$ cat src/rtl/mmio_uart_tx.sv
// rtl/mmio_uart_tx.sv - MMIO register file fronting a TX FIFO and an 8N1 UART serializer
module mmio_uart_tx #(
  parameter int FIFO_DEPTH   = 16,
  parameter int BAUD_DIV_RST = 434
) (
  input  logic        i_clk,
  input  logic        i_rst,
  input  logic [29:0] i_addr,
  input  logic [31:0] i_data,
  input  logic        i_wren,
  input  logic [3:0]  i_mask,
  output logic [31:0] o_data,
  output logic        o_tx,
  output logic        o_irq
);
  localparam int AW = $clog2(FIFO_DEPTH);
  localparam int CW = AW + 1;

  typedef enum logic [1:0] {S_IDLE, S_START, S_DATA, S_STOP} state_e;

  state_e        state_q;
  logic [7:0]    mem_q [FIFO_DEPTH];
  logic [AW-1:0] wr_ptr_q, rd_ptr_q;
  logic [CW-1:0] count_q, count_d;
  logic          ovf_q;
  logic [15:0]   baud_q, period_q, period_d, cnt_q;
  logic [7:0]    shift_q;
  logic [2:0]    bit_q;
  logic          tx_q, irq_q;
  logic          full, empty, busy, push, push_ok, pop, bit_end, idle_d;
  logic          unused_bits;

  assign full     = (count_q == CW'(FIFO_DEPTH));
  assign empty    = (count_q == '0);
  assign busy     = (state_q != S_IDLE);
  assign push     = i_wren && (i_addr == 30'd0) && i_mask[0];
  assign push_ok  = push && !full;
  assign pop      = (state_q == S_IDLE) && !empty;
  assign count_d  = count_q + CW'(push_ok) - CW'(pop);
  assign period_d = (baud_q == 16'd0) ? 16'd1 : baud_q;
  assign bit_end  = (cnt_q == period_q - 16'd1);
  assign idle_d   = (state_q == S_IDLE) ? !pop : ((state_q == S_STOP) && bit_end);
  assign unused_bits = ^{i_data[31:16], i_mask[3:2]};

  always_ff @(posedge i_clk) begin
    if (i_rst) begin
      wr_ptr_q <= '0;
      rd_ptr_q <= '0;
      count_q  <= '0;
      ovf_q    <= 1'b0;
      baud_q   <= 16'(BAUD_DIV_RST);
      irq_q    <= 1'b1;
    end else begin
      count_q <= count_d;
      irq_q   <= (count_d == '0) && idle_d;
      if (push_ok) wr_ptr_q <= wr_ptr_q + AW'(1);
      if (pop) rd_ptr_q <= rd_ptr_q + AW'(1);
      // A push into a full FIFO is dropped even if the serializer pops on the same edge
      if (push && full) ovf_q <= 1'b1;
      else if (i_wren && (i_addr == 30'd1) && i_mask[0] && i_data[3]) ovf_q <= 1'b0;
      if (i_wren && (i_addr == 30'd2)) begin
        if (i_mask[0]) baud_q[7:0]  <= i_data[7:0];
        if (i_mask[1]) baud_q[15:8] <= i_data[15:8];
      end
    end
  end

  always_ff @(posedge i_clk) begin
    if (push_ok) mem_q[wr_ptr_q] <= i_data[7:0];
  end

  // tx_q is loaded with the level of the state being entered, so the line changes on the transition edge
  always_ff @(posedge i_clk) begin
    if (i_rst) begin
      state_q  <= S_IDLE;
      tx_q     <= 1'b1;
      cnt_q    <= '0;
      period_q <= 16'd1;
      shift_q  <= '0;
      bit_q    <= '0;
    end else begin
      case (state_q)
        S_IDLE: begin
          if (pop) begin
            state_q  <= S_START;
            tx_q     <= 1'b0;
            shift_q  <= mem_q[rd_ptr_q];
            cnt_q    <= '0;
            period_q <= period_d;
          end
        end
        default: begin
          if (bit_end) begin
            cnt_q    <= '0;
            period_q <= period_d;
            case (state_q)
              S_START: begin
                state_q <= S_DATA;
                bit_q   <= '0;
                tx_q    <= shift_q[0];
              end
              S_DATA: begin
                if (bit_q == 3'd7) begin
                  state_q <= S_STOP;
                  tx_q    <= 1'b1;
                end else begin
                  shift_q <= shift_q >> 1;
                  bit_q   <= bit_q + 3'd1;
                  tx_q    <= shift_q[1];
                end
              end
              default: begin
                state_q <= S_IDLE;
                tx_q    <= 1'b1;
              end
            endcase
          end else begin
            cnt_q <= cnt_q + 16'd1;
          end
        end
      endcase
    end
  end

  always_comb begin
    o_data = '0;
    case (i_addr)
      30'd1:   o_data = {16'd0, 8'(count_q), 4'd0, ovf_q, empty, full, busy};
      30'd2:   o_data = {16'd0, baud_q};
      default: o_data = '0;
    endcase
  end

  assign o_tx  = tx_q;
  assign o_irq = irq_q;
endmodule

$ cat config.mk
export PLATFORM = sky130hd
export DESIGN_NAME = mmio_uart_tx
export DESIGN_NICKNAME = d
export VERILOG_FILES = /design/src/rtl/mmio_uart_tx.sv
export SDC_FILE = /design/constraint.sdc
export NUM_CORES = 1
export LEC_CHECK = 0
export BUFFER_PORTS_ARGS = -buffer_cell sky130_fd_sc_hd__buf_2
export CAP_MARGIN = 25
export CORE_MARGIN = 5
export CORE_UTILIZATION = 63
export CTS_CLUSTER_SIZE = 12
export DETAILED_ROUTE_END_ITERATION = 8
export MAX_ROUTING_LAYER = met4
export PLACE_DENSITY = 0.84
export SYNTH_ARGS = -nofsm -noshare
export SYNTH_HDL_FRONTEND = slang
export SYNTH_SLANG_ARGS = --single-unit
$ cat constraint.sdc
create_clock -name i_clk -period 5.5 [get_ports i_clk]
set_clock_uncertainty 0.05 [all_clocks]
set_input_delay 0.275 -clock i_clk [delete_from_list [all_inputs] [get_ports i_clk]]
set_output_delay 0.275 -clock i_clk [all_outputs]
set_load 0.01 [all_outputs]
### Word level (Yosys, flattened, before mapping)

Memory sizes are Yosys's and may differ from the RTL's. A register that Yosys moved wholly into a read port is not among the register bits.
Cells that the tools add are included.

* mux-type cells: 32
* reductions and logical operators: 30
* add/subtract/negate cells: 7
* equality and inequality tests: 12
* bitwise operators: 1

Operator list (number)
* 16-bit 2-to-1 mux: 7
* 8-bit 2-to-1 mux: 5
* 16-bit one-hot mux with 2 select lines: 1
* 30-bit by 1-bit == test with 1-bit output, second input constant: 1
* 30-bit by 2-bit == test with 1-bit output, second input constant: 1
* 30-bit zero test: 1
* 16-bit by 1-bit adder with 16-bit output, second input constant: 1
* 16-bit == test: 1
* 16-bit zero test: 1
* 16-bit by 1-bit subtractor with 16-bit output, second input constant: 1
* 1-bit logical AND: 11
* 5-bit zero test: 2
* 2-bit nonzero test: 5
* 1-bit 2-to-1 mux: 9
* 4-bit by 1-bit adder with 4-bit output, second input constant: 2
* 2-bit 2-to-1 mux: 4
* 4-bit 2-to-1 mux: 2
* 4-bit AND reduction: 2
* 2-bit inequality test, second input constant: 3
* 3-bit one-hot mux with 2 select lines: 1
* 2-bit AND reduction: 3
* 5-bit by 1-bit adder with 5-bit output: 1
* 5-bit == test, second input constant: 1
* 5-bit by 1-bit subtractor with 5-bit output: 1
* other kinds (12): 15

* word-level logic and storage cells: 96
* output and inout port bits: 34
* register bits: 77
* memories: 1
* input port bits: 69
* RAM bits: 128

Memories
* mem_q: words 16, bits a word 8, read ports 1, clocked after Yosys merged registers in 1, wr ports 1, line 22 `logic [7:0] mem_q [FIFO_DEPTH];`

### Depth between registers and ports, before layout

Gate-level depths: netlist of run 1.

* depth after elaboration: 8
* depth in mapped cells: 17
* mapped depth without buffers: 16

### Worst setup path before layout of run 1

Ideal clock, no wire load.

* path type: input to register
* from: in i_addr[20]
* to: reg irq_q (netlist: o_irq)
* path buffers: 0
* data required time: 5334 ps
* slack: 2029 ps
* arrival time: 3304 ps
* stages: 16
* library setup time: 116 ps
* cells stage by stage: nor4_1 > nand4_1 > nor4_1 > nor3b_1 > inv_1 > ha_1 > inv_1 > ha_1 > inv_1 > fa_1 > inv_1 > a21oi_1 > nor2_1 > nor2_1 > xnor2_1 > a41o_1

* cells in the longest elaborated chain, start to end: 8

RTL lines
* start: declaration: line 8 `input logic [29:0] i_addr,`
* 30-bit zero test: line 36 `assign push = i_wren && (i_addr == 30'd0) && i_mask[0];`
* 1-bit logical AND (2 in series): line 36
* 1-bit logical AND: line 37 `assign push_ok = push && !full;`
* 5-bit by 1-bit adder with 5-bit output: line 39 `assign count_d = count_q + CW'(push_ok) - CW'(pop);`
* 5-bit by 1-bit subtractor with 5-bit output: line 39
* 5-bit zero test: line 55 `irq_q <= (count_d == '0) && idle_d;`
* 1-bit logical AND: line 55
* end signal: assignment: line 55
* end: declaration: line 29 `logic tx_q, irq_q;`

Every way passes these cells.
A chain may end at the register's enable or synchronous reset.

### Worst setup path in the final report of run 1

* from: reg count_q[2]
* to: reg irq_q (netlist: o_irq)

* cells in the longest elaborated chain, start to end: 7
* elaborated cells on any way between the ends: 12
* classes of those cells: add/sub: 2; eq/ne: 1; mux: 1; reduce/logical: 8

RTL lines
* start: declaration: line 24 `logic [CW-1:0] count_q, count_d;`
* start signal: assignment: line 54 `count_q <= count_d;`
* 5-bit == test: line 33 `assign full = (count_q == CW'(FIFO_DEPTH));`
* 1-bit zero test: line 37
* 1-bit logical AND: line 37
* 5-bit by 1-bit adder with 5-bit output: line 39
* 5-bit by 1-bit subtractor with 5-bit output: line 39
* 5-bit zero test: line 55
* 1-bit logical AND (*): line 55

Mark *: on every way between the ends. The rest lies on a longest branch, timed or not.

==> results of run 1 <==
-- final cells by class --
class / instances / area, um2 / area share
clock buffers: 32 / 621 / 0.0575
clock inverters: 8 / 53.8 / 0.00498
inverters: 23 / 86.3 / 0.00800
multi-input cells: 492 / 3820 / 0.354
flip-flops and latches: 209 / 5470 / 0.506
well taps: 188 / 235 / 0.0218
repair buffers: 89 / 510 / 0.0473
-- synth_stat cells (6+ instances only) --
cell / n / area share
edfxtp_1: 128 / 0.40
buf_4: 18 / 0.014
a21oi_1: 17 / 0.0088
buf_2: 6 / 0.0031
buf_1: 7 / 0.0027
mux2i_1: 42 / 0.044
nand4_1: 7 / 0.0046
nor2_1: 78 / 0.030
and3_1: 7 / 0.0046
xnor2_1: 19 / 0.017
nand2_1: 66 / 0.026
nor4_1: 20 / 0.013
mux4_2: 40 / 0.094
nor3_1: 11 / 0.0057
inv_1: 22 / 0.0086
xor2_1: 21 / 0.019
clkbuf_1: 25 / 0.0098
or3_1: 12 / 0.0078
nand3_1: 20 / 0.010
a22o_1: 9 / 0.0082
dfxtp_1: 81 / 0.17
o21ai_0: 8 / 0.0042
nand2b_1: 7 / 0.0046
ha_1: 19 / 0.025
and2_1: 9 / 0.0059
-- power groups by stage --
stage               Combinational, W  Clock, W  Sequential [W]
floorplan                    0.00116         0         0.00186
global placement             0.00136         0         0.00193
detailed placement           0.00145         0         0.00194
CTS                          0.00148   0.00140         0.00191
global route                 0.00163   0.00148         0.00193
finish                       0.00150   0.00139         0.00192
-- flip-flops by register name, indices dropped and copies added (netlist names), 2 cells and up, named ones only --
name	count
cnt_q	16
state_q	2
rd_ptr_q	4
mem_q	128
count_q	5
shift_q	8
wr_ptr_q	4
bit_q	3
period_q	16
baud_q	16
-- path summary, 6_finish.rpt --
path | start | to | slack, ns | depth (start not counted)
worst max register to register | count_q[2] | o_irq | 1.90 | 17
worst min register to register | shift_q[3] | shift_q[3] | 0.41 | 2
worst min-delay path | i_data[11] | baud_q[11] | 0.06 | 3
worst max-delay path | count_q[2] | o_irq | 1.90 | 17
-- logic make-up after synthesis --
logic type,Yosys count
AND/OR/NAND/NOR,262
flip-flops,209
multiplexers,82
buffers and inverters,81
AO/OA/AOI/OAI,72
XOR/XNOR,40
adder cells (fa/ha/maj),20
other,1
-- metrics by stage --
step	total power (W)	std cells	util	area, um2
after global placement	0.00329	987	0.663	10000
after CTS	0.00479	1040	0.715	10800
final	0.00481	1041	0.716	10800
after floorplan	0.00302	782	-	9680
after global routing	0.00504	1041	0.716	10800
after detailed placement	0.00339	993	0.666	10000
-- worst min-delay path, stage by stage --
cell     delay (ns)
buf_2          0.11
mux2i_1        0.11
nor2_1         0.10
-- timing repair --
action                                  in CTS  in global routing
endpoints found under the setup margin       0                  0
setup buffers                                0                  0
hold buffers                                 7                  0
hold endpoints to repair                     7                  0
-- routing by layer --
layer	global-route usage	wire (um)	vias to the layer above
li1	-	-	2942
met1	0.347	9100	3280
met3	0.0419	1580	87
met5	-	0	-
met2	0.457	11900	350
met4	0.108	979	0
==> summary.md, run 1 <==
| Metric | Value |
|---|---|
| Status | `finished clean` |
| Gpl congestion | `0.922` |
| Filler cell count in the final layout | `920` |
| Initial DRC count | `714` |
| Port bufs | `68` |
| Compound-Gate Fraction of Synth Area | `0.0540` |
| Net Sw Frac | `0.330` |
| Clk sinks | `209` |
| Worst-margin pin slew | `0.937 ns` |
| N_diodes | `0` |
| Most common cell after layout, fill and taps aside | `edfxtp_1` |
| Die width | `134 um` |
| Most frequent cells in the layout | `edfxtp_1 (128), dfxtp_1 (79), nor2_1 (78)` |
| Relative slew slack | `0.376` |
| Min Tclk post-route | `3.60 ns` |
| H-tree depth | `1` |
| Area grow syn2layout | `12.2%` |
| Die Ht | `134 um` |
| Flop pwr share | `0.398` |
| Pwr Density | `445 nW/um2` |
| Crit-path slowest cell | `fa_1` |
| Pre-CTS WS | `1.74 ns` |
| Worst skew pair latency | `0.52 ns` |
| Final Setup Violations | `0` |
| Seq cells post-synth | `209` |
| Post-route ant nets | `0` |
| Slew Viols, Final | `0` |
| Min Hold Slack | `0.0598 ns` |
| Synth warnings | `0` |
| Drt total wl | `23,600 um` |
| Number of detailed-routing iterations run before antenna repair | `5` |
| Area share of and/or/nand/nor cells after synthesis | `0.136` |
| Worst EP arrival | `4.01 ns` |
| Distinct cells, synth | `67` |
| XOR/XNOR Fraction of Synth Area | `0.0364` |
| Clock-pin transition on the worst setup and hold timing paths | `0.06 ns` |
| Ys async rst share | `0` |
| Drt via density | `6.40` |
| Hpwl dp | `15,600 um` |
| Slowest stage delay, CP | `0.43 ns` |
| First-pass GRT wire length | `37,300 um` |
| Initial core utilization | `0.637` |
| Cts bufs inserted | `23` |
| Hold crit path type | `in2reg` |
| GR Overflow Total | `0` |
| RSZ-0062 raised after global routing | `false` |
| Gr usage total | `0.276` |
| Crit-path cells | `inv_1, ha_1, nor4b_1, buf_4, nand2b_1, inv_1, ha_1, inv_1, ha_1, inv_1, fa_1, inv_1, a21oi_1, nor2_1, nor2_1, xnor2_1, a41o_1` |
| Comb power frac | `0.312` |
| Sequential area share after synthesis | `0.568` |
| Post-synthesis cell count | `767` |
| Post_cts resized | `0` |
| Mux share of post-synthesis cell area | `0.137` |
| Psw | `0.00159 W` |
| CTS tree | `built` |
| Final TNS setup | `0 ns` |
| CP endpoint kind | `register` |
| Combinational family with the most area after synthesis | `multiplexers` |
| Buf+Inv Stages, Crit Path | `6` |
| Post-Synth Adder-Cell Area | `0.0268` |
| Initial antenna violation count | `0` |
| Pint | `0.00322 W` |
| Clock power frac | `0.289` |
| Max-cap violations | `0` |
| Clock Path Buffers | `3` |
| Final Cycle Share | `0.654` |
| Critical path launch point type | `register` |
| Vias in the first global route | `6,760` |
| Share of cells above drive strength 1 | `0.197` |
| Post-Syn Area per Cell | `12.5 um2` |
| Worst Path Max Fanout | `11` |
| Core Region | `15,100 um2` |
| Final worst slack | `1.90 ns` |
| Largest net degree at the start of global routing | `51` |
| Leak | `3.94 nW` |
| Nets | `927` |
| Worst VDD drop | `329 uV` |
| Clk root buf | `clkbuf_16` |
| Die area | `17,800 um2` |
| Ports | `103` |
| WS Path Type | `reg2reg` |
| Most used DFF post-synth | `edfxtp_1` |
| Kind of cell adding the most delay to the critical path | `adder cells` |
| Worst path most repeated cell | `inv_1` |
| Drc violations | `0` |
| Fmax | `278 MHz` |
| Wire per inst | `22.6 um` |
| Rows | `45` |
| Final hold vios | `0` |
| Synthesized area | `9620 um2` |
| Data required time of the worst path | `5.91 ns` |
| Total number of vias | `6,659` |
| EDFF count, synth | `128` |
No activity file was read; power rests on OpenSTA's default activity.
==> run 2, diff against run 1 <==
--- a/config.mk
+++ b/config.mk
@@ -8,11 +8,11 @@
 export BUFFER_PORTS_ARGS = -buffer_cell sky130_fd_sc_hd__buf_2
 export CAP_MARGIN = 25
 export CORE_MARGIN = 5
-export CORE_UTILIZATION = 63
+export CORE_UTILIZATION = 53
 export CTS_CLUSTER_SIZE = 12
 export DETAILED_ROUTE_END_ITERATION = 8
 export MAX_ROUTING_LAYER = met4
-export PLACE_DENSITY = 0.84
+export PLACE_DENSITY = 0.75
 export SYNTH_ARGS = -nofsm -noshare
 export SYNTH_HDL_FRONTEND = slang
 export SYNTH_SLANG_ARGS = --single-unit
==> constraint.sdc (replaced) <==
create_clock -name i_clk -period 3.1 [get_ports i_clk]
set_clock_uncertainty 0.05 [all_clocks]
set_input_delay 0.155 -clock i_clk [delete_from_list [all_inputs] [get_ports i_clk]]
set_output_delay 0.155 -clock i_clk [all_outputs]
set_load 0.01 [all_outputs]
==> run 2 against run 1 <==
Effect of this change: hold slack got worse by 0.044 ns; first-iteration DRC count shrank 47%; sequential power is 71% higher; routed wire length down 8.0%.
==> summary.md, run 2 (synthesis gave the netlist of run 1 again) <==
| Metric | Value |
|---|---|
| WS Path Type | `reg2reg` |
| Max-cap violations | `0 (unchanged)` |
| Worst skew pair latency | `0.51 ns (about the same)` |
| Hpwl dp | `14,800 um (-4.9%)` |
| Design area | `11,300 um2 (+4.5%)` |
| Worst-margin pin slew | `0.737 ns (-0.200 ns)` |
| CP endpoint kind | `register` |
| Die Ht | `145 um (+8.4%)` |
| Buf+Inv Stages, Crit Path | `2 (-4)` |
| Drc violations | `0 (unchanged)` |
| Kind of cell adding the most delay to the critical path | `simple AND/OR/NAND/NOR gates` |
| Die width | `145 um (+8.4%)` |
| Ports | `103 (unchanged)` |
| Die area | `20,900 um2 (+17%)` |
| Fmax | `341 MHz (+23%)` |
| Clk sinks | `209 (unchanged)` |
| H-tree depth | `1 (unchanged)` |
| Worst VDD drop | `620 uV (+89%)` |
| Post-route ant nets | `0 (unchanged)` |
| Vias in the first global route | `6,429 (-4.9%)` |
| Final Cycle Share | `0.946 (+0.292)` |
| Number of detailed-routing iterations run before antenna repair | `4 (-1)` |
| Hold crit path type | `in2reg` |
| Drt total wl | `21,700 um (-8.0%)` |
| Status | `finished clean` |
| Final hold vios | `0 (unchanged)` |
| Setup bufs post-CTS | `0 (unchanged)` |
| Drt via density | `5.70 (-11%)` |
| Clock Path Buffers | `3 (unchanged)` |
| Area grow syn2layout | `17.3%` |
| Final TNS setup | `0 ns (unchanged)` |
| Clock-pin transition on the worst setup and hold timing paths | `0.06 ns (about the same)` |
| Slowest stage delay, CP | `0.58 ns (+0.15 ns)` |
| Most common cell after layout, fill and taps aside | `edfxtp_1` |
| R2r endpoint | `shift_q[4]` |
| Rows | `49 (+8.9%)` |
| Total number of vias | `6,420 (-3.6%)` |
| Clk root buf | `clkbuf_16` |
| Critical path launch point type | `register` |
| Nets | `970 (+4.6%)` |
| Share of cells above drive strength 1 | `0.230 (+0.0327)` |
| Dpl cell area | `10,400 um2 (+3.8%)` |
| Initial antenna violation count | `1 (+1)` |
| First-pass GRT wire length | `34,800 um (-6.8%)` |
| Leak | `4.18 nW (+6.0%)` |
| GR Overflow Total | `0 (unchanged)` |
| Crit-path slowest cell | `or4_1` |
| Worst setup path endpoint | `shift_q[4]` |
| Gr usage total | `0.221 (-0.0557)` |
| Wire per inst | `19.2 um (-15%)` |
| Slew Viols, Final | `0 (unchanged)` |
| Gpl congestion | `0.852 (-7.6%)` |
| Cts bufs inserted | `23 (unchanged)` |
| Critical path depth in cells | `9 (-8)` |
| Core Region | `17,900 um2 (+19%)` |
| Largest Register | `mem_q` |
| Initial core utilization | `0.537 (-0.100)` |
| Worst Path Max Fanout | `6 (-5)` |
| CP startpoint | `period_q[0]` |
| Final Setup Violations | `0 (unchanged)` |
| Pwr Density | `779 nW/um2 (+75%)` |
| Port bufs | `68 (unchanged)` |
| CTS tree | `built` |
| Relative slew slack | `0.509 (+0.133)` |
| Worst EP arrival | `3.31 ns (-0.70 ns)` |
| R2r setup slk | `0.17 ns (-1.74 ns)` |
| Max reg flops | `128 (unchanged)` |
| Largest net degree at the start of global routing | `49 (-3.9%)` |
| Min Tclk post-route | `2.93 ns (-0.664 ns)` |
| Initial DRC count | `381 (-47%)` |
| Most frequent cells in the layout | `edfxtp_1 (128), dfxtp_1 (79), nor2_1 (78)` |
| Data required time of the worst path | `3.48 ns (-2.43 ns)` |
| FF-to-FF path depth | `9 (-8)` |
| Worst R2R Start | `period_q[0]` |
| Crit-path cells | `buf_4, or4_1, nor3_4, and3_1, o211ai_1, or4_1, o31a_1, buf_4, mux2i_1` |
## run 2: changes by cell type in the layout (fill, tap and decap cells not counted), moves of 2 or more
| cell | before | now |
|---|---|---|
| dlygate4sd3_1 | 7 | 13 |
| buf_12 | 0 | 2 |
| clkbuf_1 | 7 | 11 |
| buf_2 | 73 | 68 |
| clkinv_2 | 4 | 1 |
| buf_4 | 8 | 49 |
## run 2: repair_timing
item | CTS | global route
gates resized for setup | 0 | 4
hold buffers | 13 | 0
endpoints found under the hold margin | 50 | 0
endpoints found under the setup margin | 0 | 6
## run 2: stage by stage
stage           util  hold slack, ns  total power, W  worst slack, ns  cells
2_1_floorplan      -           0.204         0.00537           0.0310    782
3_3_place_gp   0.582           0.336         0.00618          -0.0155   1072
3_5_place_dp   0.582           0.331         0.00623          -0.0510   1072
4_1_cts        0.629         0.00239         0.00883           0.0978   1126
5_1_grt        0.630          0.0170         0.00926          -0.0286   1127
6_report       0.630          0.0163         0.00879            0.167   1127
## run 2: worst min-delay path by stage
stage                     startpoint      endpoint  depth (start not counted)
after CTS                  i_data[5]   mem_q[6][5]                          1
after global routing       i_data[5]   mem_q[9][5]                          1
after global placement     i_data[8]     baud_q[8]                          3
final                      i_data[5]  mem_q[15][5]                          1
after detailed placement   i_data[8]     baud_q[8]                          3
after floorplan            i_data[0]   mem_q[0][0]                          0
## run 2: per-layer routing
metal	track usage	routed length [um]
met5	-	0
met4	0.0555	503
met3	0.0338	1290
met2	0.354	10500
met1	0.299	9360
## run 2: area by class of cell
type	instances	area (um2)
antenna	1	2.50
clock buffer	36	644
fill	1367	6620
clock inverter	5	62.6
tap	229	287
multi-input combinational	492	3850
inverter	23	86.3
sequential	209	5470
timing repair buffer	132	878
## run 2: worst register-to-register path, cell delays in order (launching register included)
cell and delay, ns:
dfxtp_1 0.31, buf_4 0.15, or4_1 0.58, nor3_4 0.25, and3_1 0.21, o211ai_1 0.08
or4_1 0.46, o31a_1 0.39, buf_4 0.19, mux2i_1 0.17
## run 2: power breakdown
part	internal, W	switching, W
registers	0.00313	0.000164
logic	0.00136	0.00157
clock network	0.00151	0.00105
total	0.00601	0.00278
==> run 3, diff against run 2 <==
--- a/config.mk
+++ b/config.mk
@@ -8,11 +8,12 @@
 export BUFFER_PORTS_ARGS = -buffer_cell sky130_fd_sc_hd__buf_2
 export CAP_MARGIN = 25
 export CORE_MARGIN = 5
-export CORE_UTILIZATION = 53
+export CORE_UTILIZATION = 59
+export CTS_CLUSTER_DIAMETER = 30
 export CTS_CLUSTER_SIZE = 12
 export DETAILED_ROUTE_END_ITERATION = 8
 export MAX_ROUTING_LAYER = met4
-export PLACE_DENSITY = 0.75
+export PLACE_DENSITY = 0.79
 export SYNTH_ARGS = -nofsm -noshare
 export SYNTH_HDL_FRONTEND = slang
 export SYNTH_SLANG_ARGS = --single-unit
==> constraint.sdc (replaced) <==
create_clock -name i_clk -period 3.2 [get_ports i_clk]
set_clock_uncertainty 0.05 [all_clocks]
set_input_delay 0.16 -clock i_clk [delete_from_list [all_inputs] [get_ports i_clk]]
set_output_delay 0.16 -clock i_clk [all_outputs]
set_load 0.01 [all_outputs]
==> run 3 against run 2 <==
Effect of this change: clock power is 56% higher; largest power group is now clock; global-route usage is 5.2 points higher; non-clock buffer count is 7 lower; die area is 9.5% lower; highest routed layer unchanged; utilization is 11 points higher; largest cell class unchanged; critical path depth is 1 higher; final area is 4.2% higher; critical endpoint is now shift_q[6].
==> summary.md, run 3 (synthesis gave the netlist of run 1 again) <==
| Metric | Value |
|---|---|
| Core Region | `15,900 um2 (-11%)` |
| Final hold vios | `0 (unchanged)` |
| Post-route ant nets | `0 (unchanged)` |
| Total number of vias | `6,817 (+6.2%)` |
| Clk sinks | `209 (unchanged)` |
| Rows | `46 (-6.1%)` |
| Crit-path slowest cell | `or4_1` |
| CP endpoint kind | `register` |
| Die width | `138 um (-4.9%)` |
| Initial DRC count | `559 (+47%)` |
| Die Ht | `138 um (-4.9%)` |
| Design area | `11,800 um2 (+4.2%)` |
| Largest net degree at the start of global routing | `51 (+4.1%)` |
| Final Cycle Share | `0.970 (+0.0235)` |
| Number of detailed-routing iterations run before antenna repair | `5 (+1)` |
| Final Setup Violations | `0 (unchanged)` |
| Dpl cell area | `10,300 um2 (-0.90%)` |
| Ports | `103 (unchanged)` |
| GR Overflow Total | `0 (unchanged)` |
| Initial core utilization | `0.603 (+0.0660)` |
| Dpl cells | `1,052 (-1.9%)` |
| Drt via density | `6.02 (+5.7%)` |
| Largest Register | `mem_q` |
| Reg area | `5470 um2 (about the same)` |
| Worst EP arrival | `3.43 ns (+0.12 ns)` |
| First-pass GRT wire length | `37,900 um (+9.0%)` |
| Port bufs | `68 (unchanged)` |
| N_diodes | `0 (-1)` |
| Drt total wl | `24,400 um (+13%)` |
| Power after layout | `0.0102 W (+16%)` |
| Most frequent cells in the layout | `edfxtp_1 (128), nor2_1 (78), dfxtp_1 (78)` |
| Status | `finished clean` |
| Filler cell count in the final layout | `991 (-28%)` |
| Slew Viols, Final | `0 (unchanged)` |
| Slowest stage delay, CP | `0.60 ns (+0.02 ns)` |
| Nets | `978 (+0.82%)` |
| Crit-path cells | `buf_4, or4_1, nor3_4, buf_4, mux2i_1, a211oi_2, or3_1, o31a_1, buf_4, mux2i_1` |
| Area grow syn2layout | `22.3%` |
| Final worst slack | `0.0969 ns (-0.0697 ns)` |
| Data required time of the worst path | `3.52 ns (+0.04 ns)` |
| Most common cell after layout, fill and taps aside | `edfxtp_1` |
| Critical path launch point type | `register` |
| CTS tree | `built` |
| Worst Path Max Fanout | `6 (unchanged)` |
| Worst VDD drop | `587 uV (-5.3%)` |
| Worst path most repeated cell | `buf_4` |
| Combined area of the multi-input logic cells | `3860 um2 (about the same)` |
| Worst skew pair latency | `0.52 ns (about the same)` |
| WS Path Type | `reg2reg` |
| Clock-pin transition on the worst setup and hold timing paths | `0.06 ns (about the same)` |
| Die area | `19,000 um2 (-9.5%)` |
| Clock Path Buffers | `3 (unchanged)` |
| Clk root buf | `clkbuf_16` |
| Hpwl dp | `15,500 um (+4.9%)` |
| Share of cells above drive strength 1 | `0.259 (+0.0291)` |
| Non-filler instance count after layout | `1,132 (+0.44%)` |
| Max reg flops | `128 (unchanged)` |
| Fmax | `322 MHz (-5.5%)` |
| Pwr Density | `864 nW/um2 (+11%)` |
| Relative slew slack | `0.369 (-0.140)` |
| Final TNS setup | `0 ns (unchanged)` |
| Worst-margin pin slew | `0.947 ns (+0.210 ns)` |
| Min Tclk post-route | `3.10 ns (+0.170 ns)` |
| Leak | `4.42 nW (+5.8%)` |
| H-tree depth | `2 (+1)` |
| Wire per inst | `21.6 um (+12%)` |
| Drc violations | `0 (unchanged)` |
| Gr usage total | `0.273 (+0.0522)` |
| Max-cap violations | `0 (unchanged)` |
| Gpl congestion | `0.868 (+1.9%)` |
| Cts bufs inserted | `38 (+65%)` |
| Pre-CTS WS | `-0.129 ns (-0.0782 ns)` |
| Hold crit path type | `in2reg` |
| Initial antenna violation count | `0 (-1)` |
| Vias in the first global route | `7,036 (+9.4%)` |
run 3: worst paths after layout:
path,startpoint,endpoint,slack (ns),cells after the start
setup / recovery,period_q[0],shift_q[6],0.1,10
hold / removal,i_data[1],mem_q[3][1],0.02,1
setup reg to reg,period_q[0],shift_q[6],0.1,10
hold reg to reg,shift_q[3],shift_q[3],0.42,2
run 3: report_power, final:
part | internal, W | total [W] | switching, W | leakage (nW)
Sequential | 0.00304 | 0.00327 | 0.000238 | 1.81
Clock | 0.00258 | 0.00399 | 0.00141 | 0.619
Combinational | 0.00132 | 0.00289 | 0.00157 | 1.99
Total | 0.00693 | 0.0102 | 0.00323 | 4.42
run 3: area by class of cell:
type                    instances  share of cell area
clock buffers                  43              0.0842
clock inverters                24              0.0240
inverters                      23             0.00734
multi-input cells             492               0.328
flip-flops and latches        209               0.465
well taps                     216              0.0230
repair buffers                125              0.0685
run 3: through the flow:
step                      hold WS (ns)  utilization
after floorplan                  0.209            -
after global placement           0.328        0.648
after detailed placement         0.333        0.648
after CTS                      0.00241        0.734
after global routing            0.0142        0.738
final                           0.0198        0.738
run 3: routing by layer:
metal	vias up	wire length, um	track usage
met5	-	0	-
met4	0	986	0.118
met3	82	1460	0.0446
met2	313	12900	0.476
met1	3350	9140	0.311
li1	3072	-	-
run 3: timing repair:
action	4_1_cts	5_1_grt
setup endpoints to repair	0	2
buffers inserted	0	3
endpoints found under the hold margin	25	0
hold buffers	10	0
resized for setup	0	9
run 3: critical path, delay by kind of cell (launching register included):
family,cells,cell delay (ns)
multiplexers,2,0.33
AND/OR/NAND/NOR,3,1.25
AO/OA/AOI/OAI,2,0.49
flip-flops,1,0.32
buffers and inverters,3,0.51
